===== src/rtl/spi_frame_master.sv =====
// SPI mode-0 master: one frame of NBYTES full-duplex bytes, MSB first, framed by SSEL.
// Transmit bytes are fetched per index through tx_load/byte_idx; received bytes leave with their index.
module spi_frame_master #(
    parameter int NBYTES = 20,
    parameter int DIV    = 4,
    parameter int CSGAP  = 4
) (
    input  logic       clk,
    input  logic       nRESET,
    input  logic       start,
    input  logic       abort,
    input  logic [7:0] tx_data,
    output logic       tx_load,
    output logic [4:0] byte_idx,
    output logic [7:0] rx_data,
    output logic       rx_valid,
    output logic       busy,
    output logic       done,
    output logic       aborted,
    output logic       SCK,
    output logic       MOSI,
    output logic       SSEL,
    input  logic       MISO
);

    localparam int CMAX = (DIV > CSGAP) ? DIV : CSGAP;
    localparam int CW   = $clog2(CMAX + 1);

    localparam logic [CW-1:0] DIV_LAST  = CW'(DIV - 1);
    localparam logic [CW-1:0] DIV_PRE   = CW'(DIV - 2);
    localparam logic [CW-1:0] GAP_LAST  = CW'(CSGAP - 1);
    localparam logic [CW-1:0] CNT_ONE   = CW'(1);
    localparam logic [4:0]    LAST_BYTE = 5'(NBYTES - 1);

    typedef enum logic [2:0] {
        S_IDLE,
        S_LOAD,
        S_SETUP,
        S_HIGH,
        S_LOW,
        S_HOLD,
        S_GAP
    } state_t;

    state_t          state_reg;
    state_t          state_next;
    logic [CW-1:0]   cnt_reg;
    logic [CW-1:0]   cnt_next;
    logic [2:0]      bit_reg;
    logic [4:0]      idx_reg;
    logic [7:0]      tx_shift_reg;
    logic [7:0]      rx_shift_reg;
    logic [7:0]      rx_data_reg;
    logic            mosi_reg;
    logic            sck_reg;
    logic            ssel_reg;
    logic            rx_valid_reg;
    logic            aborted_reg;

    logic            in_frame;
    logic            abort_hit;
    logic            high_end;
    logic            last_bit;
    logic            last_byte;
    logic            rx_deliver;

    assign in_frame  = (state_reg == S_LOAD) || (state_reg == S_SETUP) ||
                       (state_reg == S_HIGH) || (state_reg == S_LOW);
    assign abort_hit = abort && in_frame;
    assign high_end  = (state_reg == S_HIGH) && (cnt_reg == DIV_LAST);
    assign last_bit  = (bit_reg == 3'd7);
    assign last_byte = (idx_reg == LAST_BYTE);

    // The byte is assembled one cycle before the HIGH phase ends, so rx_valid lands in the
    // final HIGH cycle while byte_idx still names this byte. An abort in that cycle still delivers.
    assign rx_deliver = (state_reg == S_HIGH) && (cnt_reg == DIV_PRE) && last_bit && !abort;

    always_comb begin
        state_next = state_reg;
        cnt_next   = cnt_reg + 1'b1;
        case (state_reg)
            S_IDLE: begin
                cnt_next = '0;
                if (start) begin
                    state_next = S_LOAD;
                end
            end
            S_LOAD: begin
                if (idx_reg == 5'd0) begin
                    state_next = S_SETUP;
                    cnt_next   = '0;
                end else begin
                    // an inter-byte LOAD is the first cycle of that LOW phase
                    state_next = S_LOW;
                    cnt_next   = CNT_ONE;
                end
            end
            S_SETUP: begin
                if (cnt_reg == GAP_LAST) begin
                    state_next = S_HIGH;
                    cnt_next   = '0;
                end
            end
            S_HIGH: begin
                if (cnt_reg == DIV_LAST) begin
                    cnt_next = '0;
                    if (last_bit && last_byte) begin
                        state_next = S_HOLD;
                    end else if (last_bit) begin
                        state_next = S_LOAD;
                    end else begin
                        state_next = S_LOW;
                    end
                end
            end
            S_LOW: begin
                if (cnt_reg == DIV_LAST) begin
                    state_next = S_HIGH;
                    cnt_next   = '0;
                end
            end
            S_HOLD: begin
                if (cnt_reg == GAP_LAST) begin
                    state_next = S_GAP;
                    cnt_next   = '0;
                end
            end
            S_GAP: begin
                if (cnt_reg == GAP_LAST) begin
                    state_next = S_IDLE;
                    cnt_next   = '0;
                end
            end
            default: begin
                state_next = S_IDLE;
                cnt_next   = '0;
            end
        endcase
        if (abort_hit) begin
            state_next = S_HOLD;
            cnt_next   = '0;
        end
    end

    always_ff @(posedge clk) begin
        if (!nRESET) begin
            state_reg    <= S_IDLE;
            cnt_reg      <= '0;
            bit_reg      <= '0;
            idx_reg      <= '0;
            tx_shift_reg <= '0;
            rx_shift_reg <= '0;
            rx_data_reg  <= '0;
            mosi_reg     <= 1'b0;
            sck_reg      <= 1'b0;
            ssel_reg     <= 1'b1;
            rx_valid_reg <= 1'b0;
            aborted_reg  <= 1'b0;
        end else begin
            state_reg    <= state_next;
            cnt_reg      <= cnt_next;
            // pins are registered from the next state so SCK/SSEL never glitch
            sck_reg      <= (state_next == S_HIGH);
            ssel_reg     <= (state_next == S_IDLE) || (state_next == S_GAP);
            rx_valid_reg <= rx_deliver;

            if (rx_deliver) begin
                rx_data_reg <= rx_shift_reg;
            end

            if ((state_reg == S_IDLE) && start) begin
                idx_reg     <= '0;
                bit_reg     <= '0;
                aborted_reg <= 1'b0;
            end

            if (abort_hit) begin
                aborted_reg <= 1'b1;
            end

            if (state_reg == S_LOAD) begin
                tx_shift_reg <= tx_data;
                mosi_reg     <= tx_data[7];
            end

            if ((state_reg == S_HIGH) && (cnt_reg == '0)) begin
                rx_shift_reg <= {rx_shift_reg[6:0], MISO};
            end

            if (high_end && !abort_hit) begin
                bit_reg <= bit_reg + 3'd1;
                if (last_bit) begin
                    if (!last_byte) begin
                        idx_reg <= idx_reg + 5'd1;
                    end
                end else begin
                    tx_shift_reg <= {tx_shift_reg[6:0], 1'b0};
                    mosi_reg     <= tx_shift_reg[6];
                end
            end
        end
    end

    assign tx_load  = (state_reg == S_LOAD);
    assign byte_idx = idx_reg;
    assign rx_data  = rx_data_reg;
    assign rx_valid = rx_valid_reg;
    assign busy     = (state_reg != S_IDLE);
    assign done     = (state_reg == S_GAP) && (cnt_reg == GAP_LAST);
    assign aborted  = aborted_reg;
    assign SCK      = sck_reg;
    // bit 7 of a freshly loaded byte goes straight out during LOAD
    assign MOSI     = (state_reg == S_LOAD) ? tx_data[7] : mosi_reg;
    assign SSEL     = ssel_reg;

endmodule


===== config.mk =====
export PLATFORM = sky130hd
export DESIGN_NAME = spi_frame_master
export DESIGN_NICKNAME = d
export VERILOG_FILES = /design/src/rtl/spi_frame_master.sv
export SDC_FILE = /design/constraint.sdc
export NUM_CORES = 1
export LEC_CHECK = 0
export ABC_AREA = 1
export CORE_MARGIN = 2
export CORE_UTILIZATION = 59
export CTS_BUF_LIST = sky130_fd_sc_hd__clkbuf_8
export CTS_CLUSTER_DIAMETER = 200
export DETAILED_ROUTE_END_ITERATION = 12
export PLACE_DENSITY = 0.95
export SYNTH_ARGS = -nofsm -noshare
export SYNTH_HDL_FRONTEND = slang
export SYNTH_SLANG_ARGS = --single-unit

===== constraint.sdc =====
create_clock -name clk -period 3 [get_ports clk]
set_input_delay 0.45 -clock clk [delete_from_list [all_inputs] [get_ports clk]]
set_output_delay 0.45 -clock clk [all_outputs]
set_load 0.02 [all_outputs]

======== Yosys cells after proc, flatten, opt, wreduce, memory -nomap -nowiden ========
Cells that the tools add are included.
Widths: inputs -> output; s select.
word-level totals
  register bits after elaboration ......... 43
  bits of input ports ..................... 13
  output and inout port bits .............. 21
  word-level logic and storage cells ...... 81
cells by class
  $add $sub $neg .......................... 3
  equality and inequality tests ........... 12
  mux-type cells .......................... 27
  bitwise gates (word level) .............. 1
  reductions and logical operators ........ 26
operators by type and width
  kind                 count
  $mux 3               12
  $mux 8               3
  $mux 5               4
  $pmux 3 s6           1
  $eq 3x2->1 const B   5
  $eq 3x3->1 const B   5
  $logic_and 1x1->1    10
  $logic_not 3->1      3
  $add 3x1->3 const B  2
  $mux 1               6
  $pmux 3 s2           1
  $add 5x1->5 const B  1
  $eq 5x5->1 const B   1
  $logic_not 5->1      1
  $reduce_or 5->1      1
  $logic_or 1x1->1     4
  $reduce_bool 2->1    2
  $reduce_or 2->1      2
  $eq 3x1->1 const B   1
  $reduce_bool 3->1    1
  $logic_not 1->1      2
  $not 1->1            1

======== Depth between registers and ports, before layout ========
  word-level depth ........................ 8
  depth in mapped cells ................... 12
  mapped depth without buffers ............ 12

======== Worst setup path after synthesis ========
Ideal clock, no wire load.
  path kind ............................... register to output
  start ................................... reg state_reg[2]
  end ..................................... out MOSI
  arrival ................................. 1.152 ns
  required time ........................... 2.550 ns
  setup slack ............................. 1.398 ns
  stages on the path, launching flop included .. 7
  buffers on the path ..................... 1
  cell sequence ........................... dfxtp_1 -> buf_6 -> inv_2 -> nand2_1 -> nor2_2 -> nand2_1 -> nand2_1
on the way
  cells in the longest elaborated chain, start to end .. 2
RTL lines
  what                    RTL line  text
  from (decl)             45        state_t state_reg;
  from (signal assigned)  160       state_reg <= state_next;
  $eq 3x1->1              n/a
  net tx_load             13        output logic tx_load,
  $mux 1                  213       assign MOSI = (state_reg == S_LOAD) ? tx_data[7] : mosi_reg;
  to (decl)               21        output logic MOSI,
The timed path passes the listed nets, and every way through them passes these cells.

======== Worst setup path after layout ========
  start ................................... reg state_reg[2]
  end ..................................... out MOSI
on the way
  cells in the longest elaborated chain, start to end .. 2
RTL lines
  what        RTL line
  $eq 3x1->1  213
  $mux 1      213
No other way between the ends.

==> metrics.md <==
| Metric | Value |
|---|---|
| Outcome | `finished, final reports clean` |
| Least-Margin Pin Slew | `about 0.5 ns` |
| Syn avg cell area | `7.19 sq um` |
| DRT antenna net count | `0` |
| Clk_skew | `between 0.005 and 0.006 ns` |
| Pleak | `0.00113 uW` |
| Hold Path Depth | `2` |
| Fin util | `0.750` |
| # hold bufs at CTS | `0` |
| Filler cell count | `256` |
| Initial DRC Count | `182` |
| Pwr/cell area | `~720 mW/mm^2` |
| FFs w/ async S/R, synth | `0` |
| Synth warn | `0` |
| Clock Sinks | `42` |
| DRT Pass-1 Iters | `4` |
| Largest net degree at the start of global routing | `31` |
| Final hold violations | `0` |
| ANT cells | `0` |
| Share of post-route cells with drive strength above 1 | `0.0883` |
| DRC viols | `0` |
| Critical Path AT | `between 2 and 2.5 ns` |
| Root Buffer | `clkbuf_8` |
| Peak Freq | `between 400 and 500 MHz` |
| DR vias | `between 1,500 and 2,000` |
| WL final | `around 4200 microns` |
| Vias in the first global route | `between 1,500 and 2,000` |
| Syn Nets | `around 300` |
| Maximum VDD drop | `between 0.5 and 0.6 mV` |
| Largest family of logic cells by synthesized area | `simple AND/OR/NAND/NOR gates` |
| Cell taking the most area after synthesis | `dfxtp_1` |
| Mux contribution to synthesized area | `0` |
| Layout area overhead | `23.0%` |
| TNS Setup | `0 ns` |
| Die height | `roughly 63 microns` |
| Routed len/inst | `between 10 and 15 microns` |
| Period minus WS final | `approximately 2.5 ns` |
| Compound-Gate Fraction of Synth Area | `0.110` |
| Startpoint types | `register` |
| Post-Synth XOR/XNOR Area | `0.00434` |
| H-tree depth | `2` |
| I/O pin cnt | `34` |
| Register area share after synthesis | `0.416` |
| Critical-path maximum fanout | `10` |
| Final period util | `0.824` |
| Clock Latency Late Sink | `around 0.3 ns` |
| TritonCTS clock tree | `built` |
| Gate Count Post-Synth | `around 280` |
| Worst reg2reg path depth | `7` |
| Buffers on Ports | `33` |
| Synth top area cells | `dfxtp_1 (42%), nor2_1 (12%), nand2_1 (11%)` |
| Slew HR | `0.670` |
| Required time worst endpoint | `2.55 ns` |
| CTS buffer count | `5` |
| Post-CTS setup repair buffer count | `0` |
| Clock-pin slew on the worst setup and hold paths | `approximately 0.08 ns` |
| Initial antenna violation count | `0` |
| Placeable core area | `between 0.003 and 0.004 sq mm` |
| Die width | `62.5 microns` |
| DP HPWL | `roughly 3000 microns` |
| GRT Overall Usage | `0.221` |
| CP endpoint kind | `output port` |
| Die area | `about 0.004 sq mm` |
| Yosys reg bits | `42` |
| Fin. max-slew vios | `0` |
| Post-Syn Area | `between 0.002 and 0.0025 sq mm` |
| Total grt overflow | `0` |
| RSZ-0062 raised after global routing | `false` |
| Starting density of the core | `0.610` |
| PostCTS Resize Cnt | `0` |
| CP Class | `register to output port` |
| Post-synth EDFFs | `0` |
| Post-layout net count | `approximately 340` |
| HP Class | `register to register` |
| Vias per Instance | `5.18` |
| First-pass GRT wire length | `slightly above 7000 microns` |
| Synth Area in Simple Gates | `0.354` |
| Ys flop type | `dfxtp_1` |
| Post-synth top area share | `0.416` |
| Post-synthesis adder-cell area fraction | `0.0434` |
| Max cap viols | `0` |
| # setup viols final | `0` |
| Placement Rows | `21` |
| Yosys cell types | `28` |
| Clock Tree Buf Depth | `2` |
| Gpl congestion | `0.890` |
routing by layer:
layer	GRT usage	vias to the layer above	wire length [microns]
li1	-	966	-
met1	0.277	846	1910
met2	0.376	63	1990
met3	0.0541	5	243
met4	0.0694	0	46
met5	0	-	0
cells in the mapped netlist, types with 3 or more instances:
cell	number
ha_1	7
nand4_1	3
a21oi_1	12
nand2_1	57
o21ai_0	28
dfxtp_1	42
nor3_1	4
nor2_2	3
inv_2	6
inv_1	21
nand3_1	14
nor2_1	62
logic make-up after synthesis:
kind of cell	Yosys count
compound gates	43
flops	42
fa+ha+maj	7
buf+inv	34
simple gates	154
xor+xnor	1
cells in the final DEF (no fill, tap or decap), drive strengths merged, types with 3 or more instances in the layout:
cell | netlist | layout
nor2 | 67 | 67
inv | 27 | 28
ha | 7 | 7
o21ai | 29 | 29
nor3 | 6 | 6
clkbuf | 2 | 5
dfxtp | 42 | 42
clkdlybuf4s50 | 0 | 33
nand2 | 60 | 60
nand3 | 17 | 17
a21oi | 13 | 13
nand4 | 3 | 3
critical path: stages, from the launching register on:
cell             delay [ns]
dfxtp_1                0.47
inv_2                  0.14
nand2_1                0.07
nor2_2                 0.28
nand2_1                0.09
nand2_1                0.09
clkdlybuf4s50_1        0.60
where the power goes:
group	switching (uW)	internal [uW]	leakage [uW]
Sequential	90.5	642	0.000341
Clock	196	245	0.0000556
Combinational	383	242	0.000731
path summary, 6_finish.rpt:
kind / slack [ns] / from / to
max reg2reg: 1.14 / bit_reg[0] / rx_data[4]
min reg2reg: 0.47 / aborted / aborted
min: 0.47 / aborted / aborted
max: 0.53 / state_reg[2] / MOSI
final cells by class:
cell class	instances	area, sq um	area share
clock inverters	3	41.3	0.0166
clock buffers	5	68.8	0.0277
flip-flops and latches	42	841	0.339
well taps	46	57.6	0.0232
repair buffers	34	338	0.136
multi-input cells	205	1030	0.416
inverters	28	105	0.0423
through the flow:
step	power, uW	std cells	area (sq um)	hold slack, ns	worst slack (ns)
global placement	1340	355	2370	0.445	0.889
floorplan	1200	281	2020	0.429	1.40
finish	1800	363	2480	0.470	0.527
detailed placement	1360	355	2370	0.460	0.862
global route	1930	363	2480	0.491	0.343
CTS	1800	363	2480	0.471	0.533
No activity file was read; power rests on OpenSTA's default activity.
